==> config.mk <==
export PLATFORM = sky130hd
export DESIGN_NAME = gcd_job_sequencer
export DESIGN_NICKNAME = d
export VERILOG_FILES = /design/src/rtl/gcd_pkg.sv /design/src/rtl/gcd_req_fifo.sv /design/src/rtl/gcd_job_sequencer.sv
export SDC_FILE = /design/constraint.sdc
export NUM_CORES = 1
export LEC_CHECK = 0
export ABC_AREA = 0
export BUFFER_PORTS_ARGS = -buffer_cell sky130_fd_sc_hd__buf_2
export CELL_PAD_IN_SITES_DETAIL_PLACEMENT = 0
export CELL_PAD_IN_SITES_GLOBAL_PLACEMENT = 1
export CORE_UTILIZATION = 50
export DETAILED_ROUTE_END_ITERATION = 8
export GPL_TIMING_DRIVEN = 0
export PLACE_DENSITY_LB_ADDON = 0.1
export SYNTH_ARGS = -nofsm -noshare
export SYNTH_HDL_FRONTEND = slang
export SYNTH_SLANG_ARGS = --single-unit
==> constraint.sdc <==
create_clock -name clk -period 6.41 [get_ports clk]
set_input_delay 0.641 -clock clk [delete_from_list [all_inputs] [get_ports clk]]
set_output_delay 0.641 -clock clk [all_outputs]
set_load 0.02 [all_outputs]
==> src/rtl/gcd_pkg.sv <==
// -----------------------------------------------------------------------------
// gcd_pkg
// Shared definitions for the GCD job sequencer and the controlpath/datapath
// benches of the subtractive GCD core.
//   GCD_WIDTH   : default operand/result width
//   gcd_state_e : 3-bit sequencer state encoding
// -----------------------------------------------------------------------------
package gcd_pkg;

    localparam int GCD_WIDTH = 16;

    typedef enum logic [2:0] {
        ST_IDLE   = 3'd0,
        ST_CRST   = 3'd1,
        ST_LOAD_A = 3'd2,
        ST_LOAD_B = 3'd3,
        ST_RUN    = 3'd4,
        ST_OUTPUT = 3'd5
    } gcd_state_e;

endpackage

==> src/rtl/gcd_req_fifo.sv <==
// -----------------------------------------------------------------------------
// gcd_req_fifo
// Synchronous request FIFO holding packed operand pairs. Head entry is read
// combinationally; a push into an empty FIFO becomes visible one cycle later.
// Ports:
//   clk, rst          : clock, synchronous active-high reset (pointers/count)
//   push, push_data   : write request and data (ignored when full)
//   pop               : consume head entry (ignored when empty)
//   pop_data          : current head entry
//   full, empty       : status derived from registered count
//   count             : number of stored entries
// -----------------------------------------------------------------------------
module gcd_req_fifo #(
    parameter int WIDTH = 32,
    parameter int DEPTH = 4
) (
    input  logic                       clk,
    input  logic                       rst,
    input  logic                       push,
    input  logic [WIDTH-1:0]           push_data,
    input  logic                       pop,
    output logic [WIDTH-1:0]           pop_data,
    output logic                       full,
    output logic                       empty,
    output logic [$clog2(DEPTH):0]     count
);

    localparam int AW = $clog2(DEPTH);

    logic [WIDTH-1:0] mem_q [DEPTH];
    logic [AW-1:0]    wr_ptr_q, wr_ptr_d;
    logic [AW-1:0]    rd_ptr_q, rd_ptr_d;
    logic [AW:0]      count_q, count_d;
    logic             do_push, do_pop;

    assign full     = (count_q == (AW+1)'(DEPTH));
    assign empty    = (count_q == '0);
    assign count    = count_q;
    assign pop_data = mem_q[rd_ptr_q];
    assign do_push  = push && !full;
    assign do_pop   = pop && !empty;

    // DEPTH is a power of two, so pointer increment wraps naturally.
    always_comb begin
        wr_ptr_d = wr_ptr_q;
        rd_ptr_d = rd_ptr_q;
        count_d  = count_q;
        if (do_push) begin
            wr_ptr_d = wr_ptr_q + 1'b1;
        end
        if (do_pop) begin
            rd_ptr_d = rd_ptr_q + 1'b1;
        end
        case ({do_push, do_pop})
            2'b10:   count_d = count_q + 1'b1;
            2'b01:   count_d = count_q - 1'b1;
            default: count_d = count_q;
        endcase
    end

    always_ff @(posedge clk) begin
        if (rst) begin
            wr_ptr_q <= '0;
            rd_ptr_q <= '0;
            count_q  <= '0;
        end else begin
            wr_ptr_q <= wr_ptr_d;
            rd_ptr_q <= rd_ptr_d;
            count_q  <= count_d;
        end
    end

    always_ff @(posedge clk) begin
        if (do_push) begin
            mem_q[wr_ptr_q] <= push_data;
        end
    end

endmodule

==> src/rtl/gcd_job_sequencer.sv <==
// -----------------------------------------------------------------------------
// gcd_job_sequencer
// Feeds operand pairs from a valid/ready queue into the subtractive GCD core:
// restart pulse, start strobe with operand A, operand B, then waits for
// core_done and presents the result on a valid/ready output. Pairs with a
// zero operand bypass the core (gcd(x,0)=x, gcd(0,0)=0).
// Optional feature macro: GCD_TIMEOUT_EN -- RUN-state watchdog of MAX_CYCLES
// cycles; on expiry the job returns out_gcd=0, out_err=1.
// Ports:
//   clk, rst                 : clock, synchronous active-high reset
//   in_valid/in_ready/in_a/in_b : operand pair input handshake
//   core_rst, core_start, core_data : command/operand interface to the core
//   core_done, core_result   : core completion level and result
//   out_valid/out_ready/out_gcd/out_err : result output handshake
//   busy                     : job in progress or queue non-empty
// -----------------------------------------------------------------------------
module gcd_job_sequencer
    import gcd_pkg::*;
#(
    parameter int WIDTH      = GCD_WIDTH,
    parameter int DEPTH      = 4,
    parameter int MAX_CYCLES = 1024
) (
    input  logic             clk,
    input  logic             rst,
    input  logic             in_valid,
    output logic             in_ready,
    input  logic [WIDTH-1:0] in_a,
    input  logic [WIDTH-1:0] in_b,
    output logic             core_rst,
    output logic             core_start,
    output logic [WIDTH-1:0] core_data,
    input  logic             core_done,
    input  logic [WIDTH-1:0] core_result,
    output logic             out_valid,
    input  logic             out_ready,
    output logic [WIDTH-1:0] out_gcd,
    output logic             out_err,
    output logic             busy
);

    localparam int CNT_W = $clog2(DEPTH) + 1;

    gcd_state_e         state_q, state_d;
    logic [WIDTH-1:0]   op_a_q, op_a_d;
    logic [WIDTH-1:0]   op_b_q, op_b_d;
    logic               core_rst_q, core_rst_d;
    logic               core_start_q, core_start_d;
    logic [WIDTH-1:0]   core_data_q, core_data_d;
    logic               out_valid_q, out_valid_d;
    logic [WIDTH-1:0]   out_gcd_q, out_gcd_d;

    logic               fifo_push, fifo_pop, fifo_full, fifo_empty;
    logic [CNT_W-1:0]   fifo_count;
    logic [2*WIDTH-1:0] fifo_head;
    logic [WIDTH-1:0]   head_a, head_b;

`ifdef GCD_TIMEOUT_EN
    localparam int             WD_W    = (MAX_CYCLES > 2) ? $clog2(MAX_CYCLES) : 1;
    localparam logic [WD_W-1:0] WD_LAST = WD_W'(MAX_CYCLES - 1);
    logic [WD_W-1:0]    wd_cnt_q, wd_cnt_d;
    logic               out_err_q, out_err_d;
`endif

    gcd_req_fifo #(
        .WIDTH (2*WIDTH),
        .DEPTH (DEPTH)
    ) u_req_fifo (
        .clk       (clk),
        .rst       (rst),
        .push      (fifo_push),
        .push_data ({in_a, in_b}),
        .pop       (fifo_pop),
        .pop_data  (fifo_head),
        .full      (fifo_full),
        .empty     (fifo_empty),
        .count     (fifo_count)
    );

    assign in_ready  = !fifo_full;
    assign fifo_push = in_valid && in_ready;
    assign head_a    = fifo_head[2*WIDTH-1:WIDTH];
    assign head_b    = fifo_head[WIDTH-1:0];
    assign busy      = (state_q != ST_IDLE) || (fifo_count != '0);

    always_comb begin
        state_d   = state_q;
        op_a_d    = op_a_q;
        op_b_d    = op_b_q;
        out_gcd_d = out_gcd_q;
        fifo_pop  = 1'b0;
`ifdef GCD_TIMEOUT_EN
        out_err_d = out_err_q;
        // Held at zero outside RUN, so every RUN entry starts counting from 0.
        wd_cnt_d  = (state_q == ST_RUN) ? wd_cnt_q + 1'b1 : '0;
`endif

        case (state_q)
            ST_IDLE: begin
                if (!fifo_empty) begin
                    fifo_pop = 1'b1;
                    op_a_d   = head_a;
                    op_b_d   = head_b;
                    if (head_a == '0 || head_b == '0) begin
                        // A zero operand means the other one is the GCD.
                        out_gcd_d = head_a | head_b;
`ifdef GCD_TIMEOUT_EN
                        out_err_d = 1'b0;
`endif
                        state_d   = ST_OUTPUT;
                    end else begin
                        state_d = ST_CRST;
                    end
                end
            end
            ST_CRST:   state_d = ST_LOAD_A;
            ST_LOAD_A: state_d = ST_LOAD_B;
            ST_LOAD_B: state_d = ST_RUN;
            ST_RUN: begin
                if (core_done) begin
                    out_gcd_d = core_result;
`ifdef GCD_TIMEOUT_EN
                    out_err_d = 1'b0;
`endif
                    state_d   = ST_OUTPUT;
                end
`ifdef GCD_TIMEOUT_EN
                else if (wd_cnt_q == WD_LAST) begin
                    out_gcd_d = '0;
                    out_err_d = 1'b1;
                    state_d   = ST_OUTPUT;
                end
`endif
            end
            ST_OUTPUT: begin
                if (out_ready) begin
                    state_d = ST_IDLE;
                end
            end
            default: state_d = ST_IDLE;
        endcase

        // Core-facing and handshake outputs are registered from the next state.
        core_rst_d   = (state_d == ST_CRST);
        core_start_d = (state_d == ST_LOAD_A);
        out_valid_d  = (state_d == ST_OUTPUT);
        case (state_d)
            ST_LOAD_A:        core_data_d = op_a_q;
            ST_LOAD_B, ST_RUN: core_data_d = op_b_q;
            default:          core_data_d = '0;
        endcase
    end

    always_ff @(posedge clk) begin
        if (rst) begin
            state_q      <= ST_IDLE;
            core_rst_q   <= 1'b0;
            core_start_q <= 1'b0;
            core_data_q  <= '0;
            out_valid_q  <= 1'b0;
            out_gcd_q    <= '0;
`ifdef GCD_TIMEOUT_EN
            out_err_q    <= 1'b0;
            wd_cnt_q     <= '0;
`endif
        end else begin
            state_q      <= state_d;
            core_rst_q   <= core_rst_d;
            core_start_q <= core_start_d;
            core_data_q  <= core_data_d;
            out_valid_q  <= out_valid_d;
            out_gcd_q    <= out_gcd_d;
`ifdef GCD_TIMEOUT_EN
            out_err_q    <= out_err_d;
            wd_cnt_q     <= wd_cnt_d;
`endif
        end
    end

    // Operand holding registers carry no control meaning and need no reset.
    always_ff @(posedge clk) begin
        op_a_q <= op_a_d;
        op_b_q <= op_b_d;
    end

    assign core_rst   = core_rst_q;
    assign core_start = core_start_q;
    assign core_data  = core_data_q;
    assign out_valid  = out_valid_q;
    assign out_gcd    = out_gcd_q;
`ifdef GCD_TIMEOUT_EN
    assign out_err    = out_err_q;
`else
    assign out_err    = 1'b0;
`endif

endmodule

==> metrics.txt <==
placed cell area 0.00902 mm2; setup bufs post-CTS 0; Syn-to-layout area delta 17.0%; skew final 0.0183 ns; top cell type's share of synthesized area 0.579; Die Span X 131 um; slowest CP cell inv_2; total negative slack 0 ns; P_leak 3.32 nW; Seq/Total Area, Yosys 0.693; Hold Path Class in -> reg; Rel. slew slack 0.174; CP Launch Point state_q[1]; syn_nets 576; flop2flop setup slack 2.90 ns; Initial Util 0.516; worst-path maximum fanout 35; Worst Path Required 6.84 ns; Final GP Congestion 0.820; CTS Buffer Depth 3; Avg Inst Size Synth 16.0 um2; cell count after synthesis 517; outcome finished, final reports clean; Stages on worst setup path 11; Final Core Density 0.604; CP Buf/Inv Count 4; CTS tree done; core area 0.0161 mm2; final hold violations 0; chip height 131 um; CP startpoint kind flip-flop; synth unique cells 48; EDFF count, synth 160; CTS Hold Bufs 0; layout cells sized above 1 0.306; worst stage delay on the critical path 0.57 ns; gr ovfl total 0; max cap viols 0; Max VDD drop 259 uV; number of vias per cell 5.71; Clk Latency, worst-skew pair 0.51 ns; Tcrit/Tclk final 0.547; 1st-pass router iterations 4; top_reg_cell synth edfxtp_1; register bit total from synthesis 207; htree depth 1; WL met3 1010 um; DR iter-0 viols 318; Data arrival, critical path 3.94 ns; drt drc 0; metal1 wirelength 8030 um; Yosys warnings 0; Met2 Wirelength 8350 um; antenna violations before repair 0; input/output buffers 89; CP endpoint kind flip-flop; Slew @ Worst Pin 1.23 ns; antenna fix cells 0; Std-Cell Rows 46; clock root cell clkbuf_16; final net count 689; Final Setup Violations 0; Post-DRT Antenna Nets 0; fmax 285 MHz; number of global-route vias before repair 4750; Mapped Area 0.00829 mm2; Routed WL 17700 um; first-pass GRT wire length 26900 um; Setup Crit Path Kind reg -> reg; CTS sink count 207; largest net degree at the start of global routing 36; RSZ-0062 raised after global routing false; R2R Path End u_req_fifo.count[2]; Num CTS Buffers 22; vias post-DR 4911; most frequent cell after synthesis edfxtp_1; gr usage total 0.213; Critical Path, Cell by Cell clkbuf_1, or3_1, clkbuf_1, or2_1, inv_2, ha_1, inv_1, fa_1, xor2_1, or3_1, a21oi_1; # IOs 91; ranking of synthesized cells by area edfxtp_1 58%, dfxtp_1 11%, mux4_2 8.7%, a21oi_1 2.7%, a22o_1 1.7%; Resize count post-CTS 0; post-synthesis async set-or-reset flop share 0; DR top layer met4; delay-heaviest family, CP buffers and inverters; area leader, netlist edfxtp_1; clock-pin slew on the worst setup and hold paths 0.06 ns; cell depth of the worst flop-to-flop path 11; R2R Path Start state_q[1]; filler instances 1222; PwrDens 422 mW/mm2; synth cell count leaders 160 x edfxtp_1, 47 x dfxtp_1, 44 x a21oi_1, 32 x mux4_2, 25 x nor2_1; fin. max-slew vios 0; fin crit period 3.51 ns; die area 0.0171 mm2; Worst setup endpoint u_req_fifo.count[2]; routed len/inst 20.5 um; fin area 0.00970 mm2; Detailed Place HPWL 11600 um
## worst register-to-register path, delay by kind of cell, from the launching register on
| family | cells | cell delay, ns |
|---|---|---|
| buffers and inverters | 4 | 1.10 |
| flip-flops | 1 | 0.32 |
| XOR/XNOR | 1 | 0.16 |
| adder cells (fa/ha/maj) | 2 | 0.68 |
| AO/OA/AOI/OAI | 1 | 0.14 |
| AND/OR/NAND/NOR | 3 | 1.06 |
## layer usage
metal | track usage | vias up
met1 | 0.302 | 2447
met2 | 0.344 | 169
met3 | 0.0399 | 24
met4 | 0.0507 | 0
met5 | 0 | -
li1 | - | 2271
## power breakdown
part	switching [mW]	internal [mW]
clock network	0.501	0.685
logic	0.697	0.350
registers	0.0766	1.78
## how the worst min path moves through the flow
| stage | startpoint | end | slack [ns] | depth (start not counted) |
|---|---|---|---|---|
| 4_1_cts | in_a[14] | u_req_fifo.mem_q[1][30] | 0.32 | 1 |
| 3_5_place_dp | op_a_q[7] | core_data[7] | 0.44 | 1 |
| 3_3_place_gp | op_a_q[3] | core_data[3] | 0.44 | 1 |
| 2_1_floorplan | op_a_q[0] | core_data[0] | 0.44 | 1 |
| 6_report | in_a[14] | u_req_fifo.mem_q[1][30] | 0.34 | 1 |
| 5_1_grt | in_b[0] | u_req_fifo.mem_q[2][0] | 0.32 | 1 |
## placed cells by master, fill, tap and decap left out, types with 7 or more instances in the layout
cell type	netlist	layout
edfxtp_1	160	160
buf_2	2	91
dfxtp_1	47	47
a21oi_1	44	44
mux4_2	32	32
clkbuf_1	22	26
nor2_1	25	25
nand2_1	22	22
clkbuf_16	0	22
nor3_1	18	18
nor4_1	18	17
o211ai_1	16	16
a22o_1	16	16
a211oi_2	9	9
a21oi_2	9	9
inv_1	7	7
a211oi_1	7	7
## cell type report
type | instances | area, um2 | share of cell area
Clock inverter | 11 | 100 | 0.0103
Tap cell | 216 | 270 | 0.0279
Clock buffer | 27 | 579 | 0.0597
Inverter | 8 | 30.0 | 0.00310
Timing Repair Buffer | 89 | 445 | 0.0459
Sequential cell | 207 | 5750 | 0.592
Buffer | 35 | 186 | 0.0192
Multi-Input combinational cell | 267 | 2340 | 0.241
## logic make-up after synthesis
family,after synthesis,synth area share
DFF,207,0.693
buffers and inverters,43,0.0261
xor gates and xnor gates,6,0.00634
other,1,0.000452
adders and majority gates,6,0.00996
muxes,32,0.0869
AOI/OAI and AO/OA,108,0.0934
and+or+nand+nor,114,0.0839
## state kept, by name, indices dropped and copies added (netlist names), named ones only
name and count:
u_req_fifo.mem_q 128, out_gcd 16, u_req_fifo.count 3, state_q 3, core_rst 1, out_valid 1, op_b_q 16, op_a_q 16
core_start 1, core_data 16, u_req_fifo.rd_ptr_q 2, u_req_fifo.wr_ptr_q 2
## through the flow
stage,power [mW],instances,setup WS (ns),hold slack [ns]
global route,4.28,860,2.66,0.325
floorplan,2.59,517,3.39,0.436
CTS,4.13,860,2.91,0.321
detailed placement,2.95,822,2.93,0.441
global placement,2.92,822,3.03,0.441
finish,4.09,860,2.90,0.337
Power figures use the tool's default switching activity.
